**config.mk**
```make
export PLATFORM = sky130hd
export DESIGN_NAME = bram_burst_reader_flat
export DESIGN_NICKNAME = d
export VERILOG_FILES = /design/src/rtl/bram_burst_reader_if.sv /design/src/rtl/bram_burst_reader.sv /design/src/flat_wrapper.sv
export SDC_FILE = /design/constraint.sdc
export NUM_CORES = 1
export LEC_CHECK = 0
export BUFFER_PORTS_ARGS = -buffer_cell sky130_fd_sc_hd__buf_2
export CAP_MARGIN = 20
export CORE_MARGIN = 2
export CORE_UTILIZATION = 58
export CTS_CLUSTER_SIZE = 25
export DETAILED_ROUTE_END_ITERATION = 12
export GPL_TIMING_DRIVEN = 0
export MAX_ROUTING_LAYER = met4
export PLACE_DENSITY = 0.82
export SLEW_MARGIN = 10
export SYNTH_ARGS = -nofsm -noshare
export SYNTH_HDL_FRONTEND = slang
export SYNTH_SLANG_ARGS = --single-unit
```
**constraint.sdc**
```tcl
create_clock -name clka -period 4 [get_ports clka]
set_input_delay 0.8 -clock clka [delete_from_list [all_inputs] [get_ports clka]]
set_output_delay 0.8 -clock clka [all_outputs]
set_load 0.01 [all_outputs]
```
**src/rtl/bram_burst_reader_if.sv**
```systemverilog
// ---------------------------------------------------------------------------
// bram_burst_reader_if
//
// Bundles the BRAM port A signals and the valid/ready output stream used by
// bram_burst_reader.
//
//   bram_wea    reader -> BRAM    write enable (reader never writes)
//   bram_addra  reader -> BRAM    read address
//   bram_dina   reader -> BRAM    write data (unused, held at zero)
//   bram_douta  BRAM   -> reader  read data, one cycle after the address
//   m_tdata     reader -> sink    stream data
//   m_tvalid    reader -> sink    stream valid
//   m_tready    sink   -> reader  stream ready
//   m_tlast     reader -> sink    marks the final word of a burst
//
// Modport master is the reader side; modport slave is the BRAM + consumer.
// ---------------------------------------------------------------------------
interface bram_burst_reader_if #(
    parameter int DATA_WIDTH = 16,
    parameter int ADDR_WIDTH = 9
);
    logic                  bram_wea;
    logic [ADDR_WIDTH-1:0] bram_addra;
    logic [DATA_WIDTH-1:0] bram_dina;
    logic [DATA_WIDTH-1:0] bram_douta;
    logic [DATA_WIDTH-1:0] m_tdata;
    logic                  m_tvalid;
    logic                  m_tready;
    logic                  m_tlast;

    modport master (
        output bram_wea,
        output bram_addra,
        output bram_dina,
        input  bram_douta,
        output m_tdata,
        output m_tvalid,
        input  m_tready,
        output m_tlast
    );

    modport slave (
        input  bram_wea,
        input  bram_addra,
        input  bram_dina,
        output bram_douta,
        input  m_tdata,
        input  m_tvalid,
        output m_tready,
        input  m_tlast
    );
endinterface

```
**src/rtl/bram_burst_reader.sv**
```systemverilog
// ---------------------------------------------------------------------------
// bram_burst_reader
//
// Burst read sequencer for a single-port READ_FIRST BRAM. A start command
// captures a base address and a word count; the block then walks the
// consecutive addresses (wrapping at the top of the BRAM) and streams the
// words out on a valid/ready interface. A 2-entry buffer absorbs the one-cycle
// BRAM read latency and downstream back-pressure, so one word per cycle is
// sustained while the consumer is ready.
//
// Ports:
//   clka       clock, rising edge
//   rsta       synchronous active-high reset; aborts any burst in progress
//   start      command strobe, only honoured while idle
//   base_addr  first BRAM address, captured with start
//   len        word count 0..2^ADDR_WIDTH, captured with start
//   busy       high from the cycle after start is accepted until done
//   done       one-cycle pulse when the last word has been handshaken
//   bus        BRAM port A + output stream (bram_burst_reader_if.master)
// ---------------------------------------------------------------------------
module bram_burst_reader #(
    parameter int DATA_WIDTH = 16,
    parameter int ADDR_WIDTH = 9
) (
    input  logic                  clka,
    input  logic                  rsta,
    input  logic                  start,
    input  logic [ADDR_WIDTH-1:0] base_addr,
    input  logic [ADDR_WIDTH:0]   len,
    output logic                  busy,
    output logic                  done,
    bram_burst_reader_if.master   bus
);

    typedef enum logic [1:0] {
        ST_IDLE  = 2'd0,
        ST_READ  = 2'd1,
        ST_FLUSH = 2'd2,
        ST_DONE  = 2'd3
    } state_t;

    localparam logic [ADDR_WIDTH:0]   CNT_ZERO  = {(ADDR_WIDTH+1){1'b0}};
    localparam logic [ADDR_WIDTH:0]   CNT_ONE   = {{ADDR_WIDTH{1'b0}}, 1'b1};
    localparam logic [ADDR_WIDTH-1:0] ADDR_ZERO = {ADDR_WIDTH{1'b0}};
    localparam logic [ADDR_WIDTH-1:0] ADDR_ONE  = {{(ADDR_WIDTH-1){1'b0}}, 1'b1};
    localparam logic [DATA_WIDTH-1:0] DATA_ZERO = {DATA_WIDTH{1'b0}};

    // Control state
    state_t                state_q,     state_d;
    logic [ADDR_WIDTH-1:0] addr_q,      addr_d;
    logic [ADDR_WIDTH:0]   issue_rem_q, issue_rem_d;  // reads still to issue
    logic [ADDR_WIDTH:0]   pop_rem_q,   pop_rem_d;    // beats still to hand out
    logic                  inflight_q,  inflight_d;   // BRAM data arriving now
    logic                  busy_q,      busy_d;
    logic                  done_q,      done_d;

    // 2-entry output buffer
    logic [DATA_WIDTH-1:0] buf0_q,      buf0_d;
    logic [DATA_WIDTH-1:0] buf1_q,      buf1_d;
    logic                  wr_ptr_q,    wr_ptr_d;
    logic                  rd_ptr_q,    rd_ptr_d;
    logic [1:0]            cnt_q,       cnt_d;

    logic                  pop_s;
    logic                  push_s;
    logic                  issue_s;
    logic [2:0]            occ_s;
    logic [2:0]            occ_limit_s;
    logic                  tvalid_s;

    // Handshake and issue qualification.
    always_comb begin
        tvalid_s    = (cnt_q != 2'd0);
        pop_s       = tvalid_s & bus.m_tready;
        push_s      = inflight_q;
        occ_s       = {1'b0, cnt_q} + {2'b00, inflight_q};
        // occupancy after this cycle's pop must leave room for the new read
        occ_limit_s = 3'd2 + {2'b00, pop_s};
        if ((state_q == ST_READ) && (issue_rem_q != CNT_ZERO) && (occ_s < occ_limit_s)) begin
            issue_s = 1'b1;
        end else begin
            issue_s = 1'b0;
        end
    end

    // FSM next-state, address walk and remaining-word counters.
    always_comb begin
        state_d     = state_q;
        addr_d      = addr_q;
        issue_rem_d = issue_rem_q;
        pop_rem_d   = pop_rem_q;
        inflight_d  = issue_s;

        if (pop_s && (pop_rem_q != CNT_ZERO)) begin
            pop_rem_d = pop_rem_q - CNT_ONE;
        end else begin
            pop_rem_d = pop_rem_q;
        end

        case (state_q)
            ST_IDLE: begin
                if (start) begin
                    addr_d      = base_addr;
                    issue_rem_d = len;
                    pop_rem_d   = len;
                    state_d     = ST_READ;
                end else begin
                    state_d     = ST_IDLE;
                end
            end
            ST_READ: begin
                if (issue_s) begin
                    addr_d      = addr_q + ADDR_ONE;   // natural wrap at 2^ADDR_WIDTH
                    issue_rem_d = issue_rem_q - CNT_ONE;
                    if (issue_rem_q == CNT_ONE) begin
                        state_d = ST_FLUSH;
                    end else begin
                        state_d = ST_READ;
                    end
                end else if (issue_rem_q == CNT_ZERO) begin
                    state_d = ST_FLUSH;
                end else begin
                    state_d = ST_READ;
                end
            end
            ST_FLUSH: begin
                // leave in the cycle the final beat handshakes so done follows it directly
                if ((pop_rem_q == CNT_ZERO) || ((pop_rem_q == CNT_ONE) && pop_s)) begin
                    state_d = ST_DONE;
                end else begin
                    state_d = ST_FLUSH;
                end
            end
            ST_DONE: begin
                state_d = ST_IDLE;
            end
            default: begin
                state_d = ST_IDLE;
            end
        endcase

        busy_d = (state_d == ST_READ) || (state_d == ST_FLUSH);
        done_d = (state_d == ST_DONE);
    end

    // Output buffer write/read pointers and occupancy.
    always_comb begin
        buf0_d   = buf0_q;
        buf1_d   = buf1_q;
        wr_ptr_d = wr_ptr_q;
        rd_ptr_d = rd_ptr_q;
        cnt_d    = cnt_q;

        if (push_s) begin
            if (wr_ptr_q == 1'b0) begin
                buf0_d = bus.bram_douta;
            end else begin
                buf1_d = bus.bram_douta;
            end
            wr_ptr_d = ~wr_ptr_q;
        end else begin
            wr_ptr_d = wr_ptr_q;
        end

        if (pop_s) begin
            rd_ptr_d = ~rd_ptr_q;
        end else begin
            rd_ptr_d = rd_ptr_q;
        end

        case ({push_s, pop_s})
            2'b10:   cnt_d = cnt_q + 2'd1;
            2'b01:   cnt_d = cnt_q - 2'd1;
            default: cnt_d = cnt_q;      // idle, or push and pop together
        endcase
    end

    // State and datapath registers with synchronous reset.
    always_ff @(posedge clka) begin
        if (rsta) begin
            state_q     <= ST_IDLE;
            addr_q      <= ADDR_ZERO;
            issue_rem_q <= CNT_ZERO;
            pop_rem_q   <= CNT_ZERO;
            inflight_q  <= 1'b0;
            busy_q      <= 1'b0;
            done_q      <= 1'b0;
            buf0_q      <= DATA_ZERO;
            buf1_q      <= DATA_ZERO;
            wr_ptr_q    <= 1'b0;
            rd_ptr_q    <= 1'b0;
            cnt_q       <= 2'd0;
        end else begin
            state_q     <= state_d;
            addr_q      <= addr_d;
            issue_rem_q <= issue_rem_d;
            pop_rem_q   <= pop_rem_d;
            inflight_q  <= inflight_d;
            busy_q      <= busy_d;
            done_q      <= done_d;
            buf0_q      <= buf0_d;
            buf1_q      <= buf1_d;
            wr_ptr_q    <= wr_ptr_d;
            rd_ptr_q    <= rd_ptr_d;
            cnt_q       <= cnt_d;
        end
    end

    // Outputs are taken straight from registers (head of buffer, counters).
    always_comb begin
        bus.bram_wea   = 1'b0;
        bus.bram_dina  = DATA_ZERO;
        bus.bram_addra = addr_q;
        bus.m_tdata    = rd_ptr_q ? buf1_q : buf0_q;
        bus.m_tvalid   = tvalid_s;
        bus.m_tlast    = tvalid_s & (pop_rem_q == CNT_ONE);
        busy           = busy_q;
        done           = done_q;
    end

endmodule

```
**src/flat_wrapper.sv**
```systemverilog
// flat-port wrapper written by rule: the top's interface ports become plain ports
module bram_burst_reader_flat 
#(
    parameter int DATA_WIDTH = 16,
    parameter int ADDR_WIDTH = 9
)
  (clka, rsta, start, base_addr, len, busy, done, bus_bram_wea, bus_bram_addra, bus_bram_dina, bus_bram_douta, bus_m_tdata, bus_m_tvalid, bus_m_tready, bus_m_tlast);
  bram_burst_reader_if #(.DATA_WIDTH(DATA_WIDTH), .ADDR_WIDTH(ADDR_WIDTH)) bus_i ();
  input  logic clka;
  input  logic rsta;
  input  logic start;
  input  logic [ADDR_WIDTH-1:0] base_addr;
  input  logic [ADDR_WIDTH:0] len;
  output logic busy;
  output logic done;
  output wire logic [$bits(bus_i.bram_wea)-1:0] bus_bram_wea;
  output wire logic [$bits(bus_i.bram_addra)-1:0] bus_bram_addra;
  output wire logic [$bits(bus_i.bram_dina)-1:0] bus_bram_dina;
  input wire logic [$bits(bus_i.bram_douta)-1:0] bus_bram_douta;
  output wire logic [$bits(bus_i.m_tdata)-1:0] bus_m_tdata;
  output wire logic [$bits(bus_i.m_tvalid)-1:0] bus_m_tvalid;
  input wire logic [$bits(bus_i.m_tready)-1:0] bus_m_tready;
  output wire logic [$bits(bus_i.m_tlast)-1:0] bus_m_tlast;
  assign bus_bram_wea = bus_i.bram_wea;
  assign bus_bram_addra = bus_i.bram_addra;
  assign bus_bram_dina = bus_i.bram_dina;
  assign bus_i.bram_douta = bus_bram_douta;
  assign bus_m_tdata = bus_i.m_tdata;
  assign bus_m_tvalid = bus_i.m_tvalid;
  assign bus_i.m_tready = bus_m_tready;
  assign bus_m_tlast = bus_i.m_tlast;
  bram_burst_reader #(.DATA_WIDTH(DATA_WIDTH), .ADDR_WIDTH(ADDR_WIDTH)) u_core (.clka(clka), .rsta(rsta), .start(start), .base_addr(base_addr), .len(len), .busy(busy), .done(done), .bus(bus_i));
endmodule
```
; After elaboration in Yosys (flattened, before gate mapping)
; Cells that the tools add are included.
[word_totals]
input_bits = 39
out_inout_bits = 46
register_bits = 70
word_cells = 71
[op_classes]
n_addsub = 7
bitwise_logic = 4
n_lt_le_gt_ge = 1
muxes = 18
n_eq_ne = 12
reduce_logical = 17
[op_table]
columns = cell, n
row1 = $mux W10, 5
row2 = $eq A10 B1 Y1 const B, 2
row3 = $logic_not A10 Y1, 2
row4 = $pmux W10 S2, 1
row5 = $reduce_bool A10 Y1, 2
row6 = $sub A10 B1 Y10 const B, 2
row7 = $mux W9, 2
row8 = $pmux W9 S2, 1
row9 = $mux W16, 1
row10 = $eq A2 B2 Y1 const B, 5
row11 = $add A9 B1 Y9 const B, 1
row12 = $pmux W2 S4, 1
row13 = $eq A2 B1 Y1 const B, 3
row14 = $mux W2, 3
row15 = $reduce_bool A2 Y1, 3
row16 = $logic_and A1 B1 Y1, 4
row17 = $pmux W2 S2, 1
row18 = $reduce_and A2 Y1, 2
row19 = $add A2 B1 Y3, 1
row20 = $add A2 B1 Y3 const A, 1
row21 = $lt A3 B3 Y1, 1
row22 = $mux W1, 3
row23 = $reduce_and A3 Y1, 1
row24 = $add A2 B1 Y2 const B, 1
row25 = 7 further kinds, 10

; Logic depth before layout (Yosys ltp)
; Gate-level depths: netlist of run 1.
[depth]
depth_word = 10
depth_mapped = 8
depth_no_buf = 8

; Worst setup path before layout of run 1
; Ideal clock, no wire load.
[synth_timing]
path_kind = input port to flip-flop
startpoint = in bus_m_tready
endpoint = reg u_core.busy_q (netlist: u_core.busy)
slack_ns = 1.706
setup_time_ns = 0.128
cell_stages = 6
n_path_buf = 0
required_time_ns = 3.872
t_arrival_ns = 2.166
path_cell_list = o21ai_0 > o21ai_0 > a31oi_1 > o31ai_1 > ha_1 > nor2b_1
[synth_between]
elab_chain_cells = 9
word_cells_on_any_way = 13
cone_classes = add/sub: 1 / order compare: 1 / eq/ne: 2 / mux: 4 / bitwise: 1 / reduce/logical: 4
[synth_rtl]
columns = item, line_no
row1 = from (decl), flat_wrapper.sv:22  ; input wire logic [$bits(bus_i.m_tready)-1:0] bus_m_tready;
row2 = $and A1 B1 Y1 (*), bram_burst_reader.sv:74  ; pop_s = tvalid_s & bus.m_tready;
row3 = $add A2 B1 Y3 (*), bram_burst_reader.sv:78  ; occ_limit_s = 3'd2 + {2'b00, pop_s};
row4 = $lt A3 B3 Y1 (*), bram_burst_reader.sv:79  ; if ((state_q == ST_READ) && (issue_rem_q != CNT_ZERO) && (occ_s < occ_limit_s)) begin
row5 = $logic_and A1 B1 Y1 (*), bram_burst_reader.sv:79
row6 = $mux W1 (*), bram_burst_reader.sv:79
row7 = $mux W2 (*), bram_burst_reader.sv:112  ; if (issue_s) begin
row8 = $pmux W2 S4 (*), bram_burst_reader.sv:100  ; case (state_q)
row9 = named net u_core.state_d[1], bram_burst_reader.sv:49  ; state_t state_q, state_d;
row10 = $eq A2 B1 Y1 / $eq A2 B2 Y1 (equally long branches), bram_burst_reader.sv:142  ; busy_d = (state_d == ST_READ) || (state_d == ST_FLUSH);
row11 = $logic_or A1 B1 Y1 (*), bram_burst_reader.sv:142
row12 = named net u_core.busy_d, bram_burst_reader.sv:54  ; logic busy_q, busy_d;
row13 = to (signal assigned), bram_burst_reader.sv:199  ; busy_q <= busy_d;
row14 = to (decl), bram_burst_reader.sv:54
; The timed path passes the listed nets; every way through them passes the cells marked *.
; A chain may end at the register's enable or synchronous reset.

; Worst setup path after layout of run 1
[layout_timing]
startpoint = reg u_core.rd_ptr_q
endpoint = out bus_m_tdata[7]
[layout_between]
elab_chain_cells = 1
[layout_rtl]
columns = item, line_no
row1 = from (decl), bram_burst_reader.sv:61  ; logic rd_ptr_q, rd_ptr_d;
row2 = from (signal assigned), bram_burst_reader.sv:204  ; rd_ptr_q <= rd_ptr_d;
row3 = $mux W16, bram_burst_reader.sv:214  ; bus.m_tdata = rd_ptr_q ? buf1_q : buf0_q;
row4 = to (decl), flat_wrapper.sv:20  ; output wire logic [$bits(bus_i.m_tdata)-1:0] bus_m_tdata;
; Every way passes these cells.

==> results of run 1 <==
[layout make-up]
type	count	area, sq um
Buffer	45	253
Clock buffer	10	138
Clock inverter	6	68.8
Fill cell	485	1670
Inverter	7	26.3
Multi-Input combinational cell	356	2010
Sequential cell	70	1400
Tap cell	75	93.8
Timing Repair Buffer	67	335
[cell families (layout without fill, tap and decap cells)]
family	after synthesis	count (layout)	share of synthesized area, %
muxes	16	16	4.97
adders and majority gates	10	10	3.45
DFF	70	70	38.6
and+or+nand+nor	189	189	24.2
other	1	17	0.103
buffers and inverters	52	135	7.69
AOI/OAI and AO/OA	116	116	19.0
xor gates and xnor gates	8	8	1.93
[metrics by stage]
step | hold WS (ns) | instances | cell area, sq um | total power, W
final | 0.457 | 636 | 4320 | 0.00257
after global routing | 0.481 | 636 | 4320 | 0.00274
after CTS | 0.459 | 636 | 4320 | 0.00256
after detailed placement | 0.447 | 620 | 4120 | 0.00197
after global placement | 0.438 | 620 | 4120 | 0.00194
after floorplan | 0.433 | 478 | 3690 | 0.00170
[report_power, final]
part           leakage, nW  switching, W  internal [W]
clock network        0.103      0.000285      0.000308
registers            0.572      0.000119      0.000826
logic                 1.13      0.000604      0.000428
[worst max-delay path, stage by stage (launching register included)]
cell	delay, ns
dfxtp_1	0.31
clkbuf_1	0.36
clkbuf_1	0.53
mux2_2	0.41
buf_2	0.14
[registers in the layout, indices dropped and copies added (netlist names), 2 cells and up]
| name | count |
|---|---|
| u_core.buf0_q | 16 |
| u_core.buf1_q | 16 |
| u_core.issue_rem_q | 10 |
| u_core.pop_rem_q | 10 |
| u_core.bus.bram_addra | 9 |
| u_core.cnt_q | 2 |
| u_core.state_q | 2 |
[worst min-delay path by stage]
stage                            from                 to  slack [ns]
floorplan            u_core.buf1_q[0]   u_core.buf1_q[0]        0.43
finish               u_core.buf0_q[6]   u_core.buf0_q[6]        0.46
global route         u_core.buf1_q[2]   u_core.buf1_q[2]        0.48
CTS                 u_core.buf0_q[14]  u_core.buf0_q[14]        0.46
global placement    u_core.buf1_q[13]  u_core.buf1_q[13]        0.44
detailed placement  u_core.buf0_q[14]  u_core.buf0_q[14]        0.45
[cell usage in the layout, fill, tap and decap left out, types with 6 or more instances in the layout]
master     n
a31oi_1    6
conb_1    17
clkbuf_1  23
dfxtp_1   70
a21o_1     6
clkbuf_8  10
buf_4     18
or3_1      7
nand2_1   85
nand3_1    9
o21ai_1   11
o21ai_0    6
buf_2     68
xnor2_1    6
or2_2      6
mux2_2    16
ha_1      10
a211oi_1   7
nor2_1    31
nand2b_1   9
nor3_1    19
a21oi_1   63
inv_1      6
[routing by layer]
layer | vias up | wire, um | track usage [%]
met5 | - | 0 | -
met4 | 0 | 184 | 11.0
met3 | 18 | 539 | 4.57
met2 | 106 | 4170 | 42.2
met1 | 1604 | 4030 | 34.1
li1 | 1755 | - | -
==> flow_summary.yaml, run 1 <==
outcome:
  status: "completed"
run:
  max_cap_violations: 0
clock_network:
  post_cts_buffers: 0
  cts_resized: 0
  cts_buffers: 9
  cts_buffer_depth: 2
  clk_pin_slew_ns: 0.08
  cts_htree_levels: 3
  cts_sinks: 70
  cts_tree: "done"
  root_buffer: "clkbuf_8"
  cts.hold.buffers_added: 0
  clk_latency_ns: 0.35
detailed_routing:
  ant_nets: 0
  wl_per_cell_um: 14.0
  avgViaCountPerCell: 5.48
  num_vias: 3483
  drt_pass1_iterations: 5
  first_iter_violations: 277
  drc: 0
  wl_mm: 8.93
yosys:
  synthCells: 462
  synth.largest_area_cell: "dfxtp_1"
  yosysUniqueCellTypes: 47
  netlist_area_sq_um: 3630
  yosysWarnings: 0
  synth_edf_count: 0
  seq_area_frac_synth_pct: 38.6
  async_flop_share_pct: 0
  yosys-top-cells-count: "nand2_1, dfxtp_1, a21oi_1"
  syn_avg_cell_area_sq_um: 7.85
  netlist.area_leader.share_pct: 38.6
  synth-main-ff-cell: "dfxtp_1"
  synth_area_leaders: "dfxtp_1, nand2_1, a21oi_1"
  yosys.cell_count.top_type: "nand2_1"
  ys_ff_latch: 70
critical_path:
  critical_path.max_fanout: 10
  reg2regPathDepth: 8
  end_kind: "output pin"
  rrSetupSlack_ns: 1.41
  reg2reg_to: "u_core.issue_rem_q[1]"
  r2r-start: "u_core.issue_rem_q[1]"
  crit_type: "flop to output pin"
  critPathLaunch: "u_core.rd_ptr_q"
  crit_arrival_ns: 2.09
  critPathCapture: "bus_m_tdata[7]"
  cp.required_ns: 3.20
  startpoint_type: "flop"
global_route:
  grt_pass1_vias: 3290
  track_usage_pct: 26.8
  antenna_found_initial: 0
  grt_pass1_wl_mm: 15.0
  grt_max_degree: 14
  grt_overflow: 0
placed_design:
  place_hpwl_mm: 6.40
  dp_slack_ns: 1.35
  gp_congestion: 0.917
  port_buffers: 67
hold_path:
  whs_path_depth: 2
  hold_path_class: "flop to flop"
sta:
  max_slew_margin_pct: 57.8
  fin_crit_ns: 2.89
  maxSlewViolCount: 0
  setup_viol: 0
  skew_ns: 0.0118
  final.period_utilization_pct: 72.3
  fmax_mhz: 346
  final_hold_viol_count: 0
  worstMarginPinSlew_ns: 0.626
  setup_tns_ns: 0
  setup_slack_ns: 1.11
  rsz0062_at_grt: "no"
final_layout:
  layout-drive-gt1-share_pct: 23.2
  fin_nets: 605
  n_antenna_cell: 0
  area_delta_synth_final_pct: 19.2
  final_util_pct: 72.1
pwr:
  ir_drop_mv: 0.309
  power.density_nw_per_um2: 595
  p_leak_nw: 1.81
floorplan:
  fp.dieH_um: 83.1
  fp.coreArea_sq_um: 5990
  rows: 28
  die_w_um: 83.1
  start_util_pct: 60.5
  die_area_sq_um: 6900
  num_io_pins: 85
Note: power is estimated with default switching activity, not from simulation.
==> run 2, diff against run 1 <==
--- a/config.mk
+++ b/config.mk
@@ -5,15 +5,16 @@
 export SDC_FILE = /design/constraint.sdc
 export NUM_CORES = 1
 export LEC_CHECK = 0
+export ABC_AREA = 1
 export BUFFER_PORTS_ARGS = -buffer_cell sky130_fd_sc_hd__buf_2
 export CAP_MARGIN = 20
 export CORE_MARGIN = 2
-export CORE_UTILIZATION = 58
+export CORE_UTILIZATION = 55
 export CTS_CLUSTER_SIZE = 25
 export DETAILED_ROUTE_END_ITERATION = 12
 export GPL_TIMING_DRIVEN = 0
 export MAX_ROUTING_LAYER = met4
-export PLACE_DENSITY = 0.82
+export PLACE_DENSITY = 0.78
 export SLEW_MARGIN = 10
 export SYNTH_ARGS = -nofsm -noshare
 export SYNTH_HDL_FRONTEND = slang
==> constraint.sdc (replaced) <==
create_clock -name clka -period 2.9 [get_ports clka]
set_input_delay 0.58 -clock clka [delete_from_list [all_inputs] [get_ports clka]]
set_output_delay 0.58 -clock clka [all_outputs]
set_load 0.01 [all_outputs]
==> flow_summary.yaml, run 2 <==
critical_path:
  critPathCapture: "bus_m_tdata[8]"
  crit_arrival_ns: 1.92
  rrSetupSlack_ns: 0.91
  cp.required_ns: 2.32
  r2r-start: "u_core.cnt_q[0]"
  startpoint_type: "flop"
  reg2reg_to: "u_core.busy"
  critical_path.max_fanout: 10
  reg2regPathDepth: 11
  critPathLaunch: "u_core.rd_ptr_q"
  crit_type: "flop to output pin"
  end_kind: "output pin"
yosys:
  synth_area_leaders: "dfxtp_1, nand2_1, nor2_1"
  async_flop_share_pct: 0
  synth-compound-area-share_pct: 12.3
  yosysWarnings: 0
  yosysUniqueCellTypes: 34
  synthCells: 602
  synth_edf_count: 0
  ys_ff_latch: 70
  yosys.cell_count.top_type: "nand2_1"
  synth-simple-area-share_pct: 35.3
  syn_avg_cell_area_sq_um: 6.40
  synth.largest_area_cell: "dfxtp_1"
  yosys.area_share.xor_xnor_pct: 0.910
  yosys-top-cells-count: "nand2_1, nor2_1, dfxtp_1"
  synthAdderAreaFrac_pct: 3.25
  synth_top_family_by_area: "simple AND/OR/NAND/NOR gates"
  netlist_area_sq_um: 3850
  synthMuxAreaShare_pct: 0.260
  netlist.area_leader.share_pct: 36.4
  synth-main-ff-cell: "dfxtp_1"
  seq_area_frac_synth_pct: 36.4
final_layout:
  multi_input_area_sq_um: 2070
  area_delta_synth_final_pct: 18.5
  n_antenna_cell: 0
  fin_nets: 744
  reg_top3: "u_core.buf0_q: 16 flops, u_core.buf1_q: 16 flops"
  final_cell_mix: "nand2_1, nor2_1, dfxtp_1, o21ai_0, buf_2"
  fill_cells: 670
  seq_area_sq_um: 1400
  layout-drive-gt1-share_pct: 16.7
  mostFrequentLayoutCell: "nand2_1"
detailed_routing:
  wl_per_cell_um: 11.9
  drc: 0
  num_vias: 3984
  drt_pass1_iterations: 4
  avgViaCountPerCell: 5.01
  first_iter_violations: 268
  ant_nets: 0
  wl_mm: 9.50
sta:
  skew_ns: 0.0106
  rsz0062_at_grt: "no"
  setup_viol: 0
  final_hold_viol_count: 0
  whs_ns: 0.462
  setup_tns_ns: 0
  maxSlewViolCount: 0
  final.period_utilization_pct: 86.2
  fin_crit_ns: 2.50
  max_slew_margin_pct: 64.5
  fmax_mhz: 400
  worstMarginPinSlew_ns: 0.533
floorplan:
  fp.dieH_um: 87.7
  die_w_um: 87.7
  die_area_sq_um: 7690
  num_io_pins: 85
  rows: 30
  start_util_pct: 56.7
  fp.coreArea_sq_um: 6790
clock_network:
  cts_htree_levels: 3
  cts_resized: 0
  clk_pin_slew_ns: 0.09
  cts_tree: "done"
  cts_buffer_depth: 2
  cts.hold.buffers_added: 0
  root_buffer: "clkbuf_8"
  cts_sinks: 70
  post_cts_buffers: 0
  cts_buffers: 9
  clk_latency_ns: 0.35
global_route:
  grt_max_degree: 14
  grt_pass1_wl_mm: 15.7
  track_usage_pct: 26.4
  grt_pass1_vias: 3618
  antenna_found_initial: 0
  grt_overflow: 0
pwr:
  power.density_nw_per_um2: 620
  p_int_w: 0.00179
  ir_drop_mv: 0.386
  p_leak_nw: 2.33
  pwr-share-clk_pct: 28.2
  p_sw_w: 0.00103
  seq_power_share_pct: 41.4
  pwr-share-comb_pct: 30.4
  netSwitchingFraction_pct: 36.6
outcome:
  status: "completed"
placed_design:
  port_buffers: 66
  gp_congestion: 0.868
  place_hpwl_mm: 6.91
hold_path:
  hold_path_class: "primary input to flop"
run:
  max_cap_violations: 0
run 2: metal layers:
metal	track usage [%]	up-vias	share of wire, %
met4	13.1	0	1.6
met5	-	-	0
met2	41.6	142	46
li1	-	2055	-
met1	32.9	1772	46
met3	4.15	15	6.2
run 2: logic make-up after synthesis:
logic type               Yosys count
buffers and inverters             95
XOR/XNOR                           4
other                              1
flip-flops                        70
adder cells (fa/ha/maj)           10
AND/OR/NAND/NOR                  331
AO/OA/AOI/OAI                     90
multiplexers                       1
run 2: worst min-delay path by stage:
| stage | startpoint | endpoint | slack, ns | cells after the start |
|---|---|---|---|---|
| after global placement | u_core.pop_rem_q[6] | u_core.pop_rem_q[6] | 0.46 | 2 |
| after floorplan | u_core.pop_rem_q[6] | u_core.pop_rem_q[6] | 0.44 | 2 |
| after detailed placement | u_core.buf1_q[14] | u_core.buf1_q[14] | 0.47 | 2 |
| after CTS | bus_bram_douta[2] | u_core.buf0_q[2] | 0.45 | 3 |
| after global routing | bus_bram_douta[6] | u_core.buf0_q[6] | 0.47 | 3 |
| final | bus_bram_douta[2] | u_core.buf0_q[2] | 0.46 | 3 |
run 2: layout make-up:
cell class	instances	area share, %
Multi-Input combinational cell	453	45.3
Clock inverter	6	1.59
Tap cell	96	2.63
Timing Repair Buffer	66	7.24
Clock buffer	10	2.80
Sequential cell	70	30.7
Buffer	39	5.10
Inverter	56	4.61
run 2: critical path, cell delays in order, from the launching register on:
cell,delay [ns]
dfxtp_1,0.31
clkbuf_1,0.29
clkinv_1,0.33
clkbuf_1,0.33
nand2_1,0.13
nand2_1,0.05
buf_2,0.13
run 2: power groups by stage:
stage	Combinational, W	Clock, W	Sequential [W]
after detailed placement	0.000850	0	0.00119
after floorplan	0.000617	0	0.00118
after global routing	0.000978	0.000854	0.00119
after CTS	0.000855	0.000811	0.00117
final	0.000859	0.000798	0.00117
after global placement	0.000826	0	0.00118
run 2: per-stage QoR:
stage / instance area [sq um] / power [W] / util [%] / std cells / setup slack [ns]
floorplan: 3910 / 0.00180 / - / 618 / 1.10
global placement: 4360 / 0.00201 / 64.2 / 780 / 0.778
detailed placement: 4360 / 0.00204 / 64.2 / 780 / 0.765
CTS: 4560 / 0.00283 / 67.1 / 796 / 0.383
global route: 4560 / 0.00302 / 67.1 / 796 / 0.217
finish: 4560 / 0.00283 / 67.1 / 796 / 0.400
